<file path="src/rtl/bcd_scan_mux_if.sv">
// Bus between the digit scanner and its user: value/load on one side,
// decoder nibble, anode enables and scan status on the other.
interface bcd_scan_mux_if #(
  parameter int NUM_DIGITS = 4
);
  localparam int IW = $clog2(NUM_DIGITS);

  logic                    load;
  logic [4*NUM_DIGITS-1:0] bcd_in;
  logic                    blank_lz;
  logic [3:0]              bcd_out;
  logic [NUM_DIGITS-1:0]   an;
  logic [IW-1:0]           digit_idx;
  logic                    frame_tick;

  modport master (
    output load, bcd_in, blank_lz,
    input  bcd_out, an, digit_idx, frame_tick
  );

  modport slave (
    input  load, bcd_in, blank_lz,
    output bcd_out, an, digit_idx, frame_tick
  );
endinterface

</file>
<file path="src/rtl/bcd_scan_mux.sv">
// Time-multiplexed BCD digit scanner: frame-synchronous value updates,
// leading-zero blanking (nibble 4'hF) and per-slot anode dead-time.
module bcd_scan_mux #(
  parameter int NUM_DIGITS = 4,
  parameter int PRESCALE   = 50000,
  parameter int DEAD       = 2
) (
  input  logic          clk,
  input  logic          rst_n,
  bcd_scan_mux_if.slave bus
);
  localparam int IW = $clog2(NUM_DIGITS);
  localparam int CW = $clog2(PRESCALE);
  localparam int W  = 4 * NUM_DIGITS;
  localparam logic [CW-1:0] CNT_LAST = CW'(PRESCALE - 1);
  localparam logic [IW-1:0] IDX_LAST = IW'(NUM_DIGITS - 1);

  logic [CW-1:0]         cnt_reg;
  logic [IW-1:0]         idx_reg;
  logic [W-1:0]          pending_reg;
  logic [W-1:0]          display_reg;
  logic [NUM_DIGITS-1:0] an_reg;
  logic [3:0]            bcd_out_reg;
  logic [IW-1:0]         digit_idx_reg;
  logic                  frame_tick_reg;

  logic [3:0]            digit [NUM_DIGITS];
  logic [NUM_DIGITS-1:0] blank;
  logic [NUM_DIGITS-1:0] an_next;
  logic [3:0]            bcd_out_next;
  logic                  in_dead;
  logic                  slot_wrap;
  logic                  frame_end;

  // A digit is blanked when it and every more significant digit are zero;
  // digit 0 always shows so that a zero value reads "0".
  for (genvar gi = 0; gi < NUM_DIGITS; gi++) begin : g_digit
    assign digit[gi] = display_reg[4*gi +: 4];
    if (gi == 0) begin : g_lsd
      assign blank[gi] = 1'b0;
    end else begin : g_upper
      assign blank[gi] = bus.blank_lz && (display_reg[W-1:4*gi] == '0);
    end
  end

  if (DEAD == 0) begin : g_no_dead
    assign in_dead = 1'b0;
  end else begin : g_dead
    assign in_dead = (cnt_reg < CW'(DEAD));
  end

  assign slot_wrap    = (cnt_reg == CNT_LAST);
  assign frame_end    = slot_wrap && (idx_reg == IDX_LAST);
  assign an_next      = in_dead ? '1 : ~(NUM_DIGITS'(1) << idx_reg);
  assign bcd_out_next = blank[idx_reg] ? 4'hF : digit[idx_reg];

  always_ff @(posedge clk or negedge rst_n) begin
    if (!rst_n) begin
      cnt_reg        <= '0;
      idx_reg        <= '0;
      pending_reg    <= '0;
      display_reg    <= '0;
      an_reg         <= '1;
      bcd_out_reg    <= 4'hF;
      digit_idx_reg  <= '0;
      frame_tick_reg <= 1'b0;
    end else begin
      if (bus.load) begin
        pending_reg <= bus.bcd_in;
      end
      if (slot_wrap) begin
        cnt_reg <= '0;
        idx_reg <= (idx_reg == IDX_LAST) ? '0 : idx_reg + IW'(1);
      end else begin
        cnt_reg <= cnt_reg + CW'(1);
      end
      // Pre-edge pending is taken, so a load on this same edge waits a frame.
      if (frame_end) begin
        display_reg <= pending_reg;
      end
      frame_tick_reg <= frame_end;
      an_reg         <= an_next;
      bcd_out_reg    <= bcd_out_next;
      digit_idx_reg  <= idx_reg;
    end
  end

  assign bus.an         = an_reg;
  assign bus.bcd_out    = bcd_out_reg;
  assign bus.digit_idx  = digit_idx_reg;
  assign bus.frame_tick = frame_tick_reg;
endmodule

</file>
<file path="src/flat_wrapper.sv">
// flat-port wrapper written by rule: the top's interface ports become plain ports
module bcd_scan_mux_flat 
#(
  parameter int NUM_DIGITS = 4,
  parameter int PRESCALE   = 50000,
  parameter int DEAD       = 2
)
  (clk, rst_n, bus_load, bus_bcd_in, bus_blank_lz, bus_bcd_out, bus_an, bus_digit_idx, bus_frame_tick);
  bcd_scan_mux_if #(.NUM_DIGITS(NUM_DIGITS)) bus_i ();
  input  logic clk;
  input  logic rst_n;
  input wire logic [$bits(bus_i.load)-1:0] bus_load;
  input wire logic [$bits(bus_i.bcd_in)-1:0] bus_bcd_in;
  input wire logic [$bits(bus_i.blank_lz)-1:0] bus_blank_lz;
  output wire logic [$bits(bus_i.bcd_out)-1:0] bus_bcd_out;
  output wire logic [$bits(bus_i.an)-1:0] bus_an;
  output wire logic [$bits(bus_i.digit_idx)-1:0] bus_digit_idx;
  output wire logic [$bits(bus_i.frame_tick)-1:0] bus_frame_tick;
  assign bus_i.load = bus_load;
  assign bus_i.bcd_in = bus_bcd_in;
  assign bus_i.blank_lz = bus_blank_lz;
  assign bus_bcd_out = bus_i.bcd_out;
  assign bus_an = bus_i.an;
  assign bus_digit_idx = bus_i.digit_idx;
  assign bus_frame_tick = bus_i.frame_tick;
  bcd_scan_mux #(.NUM_DIGITS(NUM_DIGITS), .PRESCALE(PRESCALE), .DEAD(DEAD)) u_core (.clk(clk), .rst_n(rst_n), .bus(bus_i));
endmodule
</file>
<file path="config.mk">
export PLATFORM = sky130hd
export DESIGN_NAME = bcd_scan_mux_flat
export DESIGN_NICKNAME = d
export VERILOG_FILES = /design/src/rtl/bcd_scan_mux_if.sv /design/src/rtl/bcd_scan_mux.sv /design/src/flat_wrapper.sv
export SDC_FILE = /design/constraint.sdc
export NUM_CORES = 1
export LEC_CHECK = 0
export ABC_CLOCK_PERIOD_IN_PS = 5500
export CAP_MARGIN = 10
export CORE_AREA = 4 4 65 82
export DETAILED_ROUTE_END_ITERATION = 7
export DIE_AREA = 0 0 69 86
export PLACE_DENSITY = 0.82
export SYNTH_ARGS = -nofsm -noshare
export SYNTH_HDL_FRONTEND = slang
export SYNTH_SLANG_ARGS = --single-unit
export TNS_END_PERCENT = 50
</file>
<file path="constraint.sdc">
create_clock -name clk -period 5.5 [get_ports clk]
set_clock_uncertainty 0.1 [all_clocks]
set_input_delay 1.1 -clock clk [delete_from_list [all_inputs] [get_ports clk]]
set_output_delay 1.1 -clock clk [all_outputs]
set_load 0.02 [all_outputs]
</file>
==> results.md <==
* Area delta synth->final at 19.80%
* Worst Hold End: u_core.cnt_reg[0]$_DFF_PN0_
* Yosys warning total at 0
* Starting density of the core at 0.5712
* Buf+Inv Stages, Crit Path at 1
* Post-route minimum period at between 2 and 3 ns
* Cell types occupying the most area after synthesis: dfrtp_1 50%, mux2_2 9.8%, dfstp_2 8.0%
* Startpoint-to-endpoint class of the critical path: reg2out
* Largest family of logic cells by synthesized area: multiplexers
* Biggest cell delay along the critical path at 0.60 ns
* Switching portion of total power at 0.1972
* Final Max Tran Viols at 0
* Detailed placement HPWL at ~3000 um
* Drt drc at 0
* Data arrival, critical path at between 1 and 1.5 ns
* FF-to-FF setup slack at approximately 3 ns
* Hold violation total from the final report at 0
* Sw power at approximately 170 uW
* Fraction of final layout cells sized beyond drive strength 1 at 0.3274
* CP Max Fanout at 1
* Via count of the first global-routing pass at about 1,700
* RSZ-0062 raised after global routing: no
* Leakage power summed over all cells at roughly 1.4 nW
* Number of buffers inserted by post-CTS setup repair at 0
* Overall die area at approximately 6000 um^2
* Antenna-violating nets left at 0
* Worst setup EP type: primary output
* Post_cts resized at 0
* Crit path max-delay family: buffers and inverters
* Worst hold slack at roughly 0.37 ns
* Highest-delay cell along the critical path: clkdlybuf4s50_1
* Pwr Density at approximately 280 nW/um^2
* Number of sinks driven by the clock tree at just over 60
* Sequential cell area fraction in the yosys report at 0.5817
* Critical register-to-register path endpoint: u_core.display_reg[6]$_DFFE_PN0P_
* Data required, critical path at about 4.3 ns
* Fill cell instance count of the final layout at between 300 and 400
* Area of the core at between 4000 and 5000 um^2
* X dimension of the die at between 60 and 70 um
* Worst Reg-to-Reg Cells at 5
* Flops & latches, synth at approximately 60
* Routed wire length at between 4000 and 5000 um
* Number of antenna violations at the first check in global routing at 0
* Post-layout utilization of the core at 0.6843
* Flop pwr share at 0.528
* Clock-pin slew on the worst setup and hold paths at around 0.06 ns
* Height of the die at between 80 and 90 um
* Count of routing violations after the opening detailed-route iteration at 74
* Cell type with the highest aggregate area in the netlist: dfrtp_1
* Reg2reg start: u_core.cnt_reg[0]$_DFF_PN0_
* Design internal power at about 710 uW
* Count of antenna diodes in the layout at 0
* Cell chosen for the clock root: clkbuf_8
* Type of origin of the critical path: flip-flop
* First-pass GRT wire length at 7624 um
* Slew Limit Headroom at 0.3881
* IO buf count at 30
* Number of nets in the final layout at 246
* Latest clock arrival within the worst-skew pair at approximately 0.33 ns
* Complex-gate fraction of the synthesized area at 0.02037
* Vias post-DR at 1,598
* Count of TritonRoute iterations in the first routing pass at 4
* Routed wirelength normalized by instance count at between 15 and 20 um
* TritonCTS clock tree: done
* TritonCTS Buffers at 9
* Peak ir drop on the vdd network at between 0.1 and 0.15 mV
* Number of top-level pins at 31
* Deepest clock path buffer count at 2
* Post-Syn Nets at 212
* Post-synthesis area per instance at 14.12 um^2
* Overflow after GRT at 0
* Number of different library cells in the post-synthesis netlist at 40
* Share of total power in combinational logic at 0.042
* Largest net degree at the start of global routing at 62
* Total global-route track usage at 0.1639
* Worst path cell trace: clkdlybuf4s50_1
* H-Tree Level Count at 3
* Clock power frac at 0.430
* Share of synthesized area spent on multiplexers at 0.1871
* Final Setup Violations at 0
* Number of max-cap violations at 0
* Hold buffers post-CTS at 0
* Synthesized-area fraction occupied by adder cells at 0.02369
* Run status: finished, final reports clean
* Avg Vias per Cell at between 5 and 6
* Period Utilization, post-route at 0.4802
* Critical hold path startpoint: u_core.cnt_reg[0]$_DFF_PN0_
* Total negative setup slack at 0 ns
* Fraction of post-synthesis cell area in the top cell type by area at 0.5021
* Max Clock Freq at 378.6 MHz
* Transition at the pin with the smallest max-transition slack at roughly 0.9 ns
* Post-Synth Simple-Gate Area at 0.1270
* Site row count at 28
* Xor and xnor fraction of the mapped netlist area at 0.03648
* Count of cells along the worst hold path at 1
* Post-synthesis instance area at 2641 um^2
* Post-Syn Instances at between 150 and 200
* GP Congestion at 0.7853
* Kind of path behind the tightest hold check: reg2reg
power groups by stage:
stage                     sequential, mW  combinational [mW]  clock (mW)
final                              0.467              0.0370       0.380
after global routing               0.468              0.0414       0.409
after CTS                          0.467              0.0382       0.390
after detailed placement           0.475              0.0380           0
after global placement             0.475              0.0371           0
after floorplan                    0.473              0.0146           0
synthesized netlist by cell type:
cell	instances
nand3_1	8
or2_2	4
nor2_2	1
mux2_2	23
mux2_4	9
nor2_1	6
o211ai_1	1
or4_1	1
and2_4	1
nand4_4	1
and3_1	2
or3_4	1
nor4_1	5
nand4_1	4
mux2i_1	1
clkbuf_1	4
a21oi_1	1
and3_2	1
buf_1	1
xor2_1	5
nand2_1	10
and4_2	1
o31ai_1	1
mux4_2	4
inv_1	2
nor3_1	2
and4_1	2
buf_12	1
or4_4	1
clkbuf_2	1
xnor2_1	6
ha_1	5
buf_6	1
nor2b_1	1
o21ai_0	5
dfrtp_1	53
dfstp_2	8
and4_4	1
a21oi_2	1
nor4_2	1
cells by family after synthesis:
group / Yosys count
AOI/OAI and AO/OA: 9
adders and majority gates: 5
and+or+nand+nor: 54
buffers and inverters: 10
xor gates and xnor gates: 11
DFF: 61
muxes: 37
per-layer routing:
layer  vias to the layer above  global-route usage  routed length, um
li1                        739                   -                  -
met1                       806              0.2030               1975
met2                        44              0.2630               2162
met3                         9             0.05158                207
met4                         0             0.07638                 79
met5                         -                   0                  0
cell usage in the layout (no fill, tap or decap), types with 4 or more instances in the layout:
cell,count
dfstp_2,8
clkbuf_8,14
nor2_1,6
mux2_4,9
mux4_2,4
xor2_1,5
clkdlybuf4s50_1,29
nand3_1,8
ha_1,5
nor4_1,5
o21ai_0,5
nand4_1,4
nand2_1,10
or2_2,4
dfrtp_1,53
xnor2_1,6
mux2_2,23
how the worst max path moves through the flow:
stage                     cells past startpoint                                 end                        from  slack, ns
after CTS                                     1                           bus_an[2]  u_core.bus.an[2]$_DFF_PN1_       2.83
final                                         1                           bus_an[2]  u_core.bus.an[2]$_DFF_PN1_       2.86
after global routing                          1                           bus_an[3]  u_core.bus.an[3]$_DFF_PN1_       2.82
after floorplan                               3  u_core.pending_reg[10]$_DFFE_PN0P_                    bus_load       3.21
after global placement                        2   u_core.pending_reg[3]$_DFFE_PN0P_                    bus_load       2.79
after detailed placement                      2  u_core.pending_reg[13]$_DFFE_PN0P_                    bus_load       2.77
cell type report:
cell class / instances / area, um^2 / area share
Clock buffer: 16 / 200.2 / 0.06327
Inverter: 2 / 7.507 / 0.002372
Multi-Input combinational cell: 116 / 1042 / 0.3294
Sequential cell: 61 / 1536 / 0.4856
Tap cell: 60 / 75.07 / 0.02372
Timing Repair Buffer: 31 / 302.8 / 0.09569
per-stage QoR:
step | std cells | cell area [um^2] | worst slack, ns | power [mW]
final | 286 | 3164 | 2.859 | 0.8836
after global routing | 286 | 3164 | 2.825 | 0.9187
after CTS | 286 | 3164 | 2.826 | 0.8955
after detailed placement | 270 | 2964 | 2.773 | 0.5127
after global placement | 270 | 2964 | 2.790 | 0.5119
after floorplan | 187 | 2641 | 3.214 | 0.4873
Note: power is estimated with default switching activity, not from simulation.
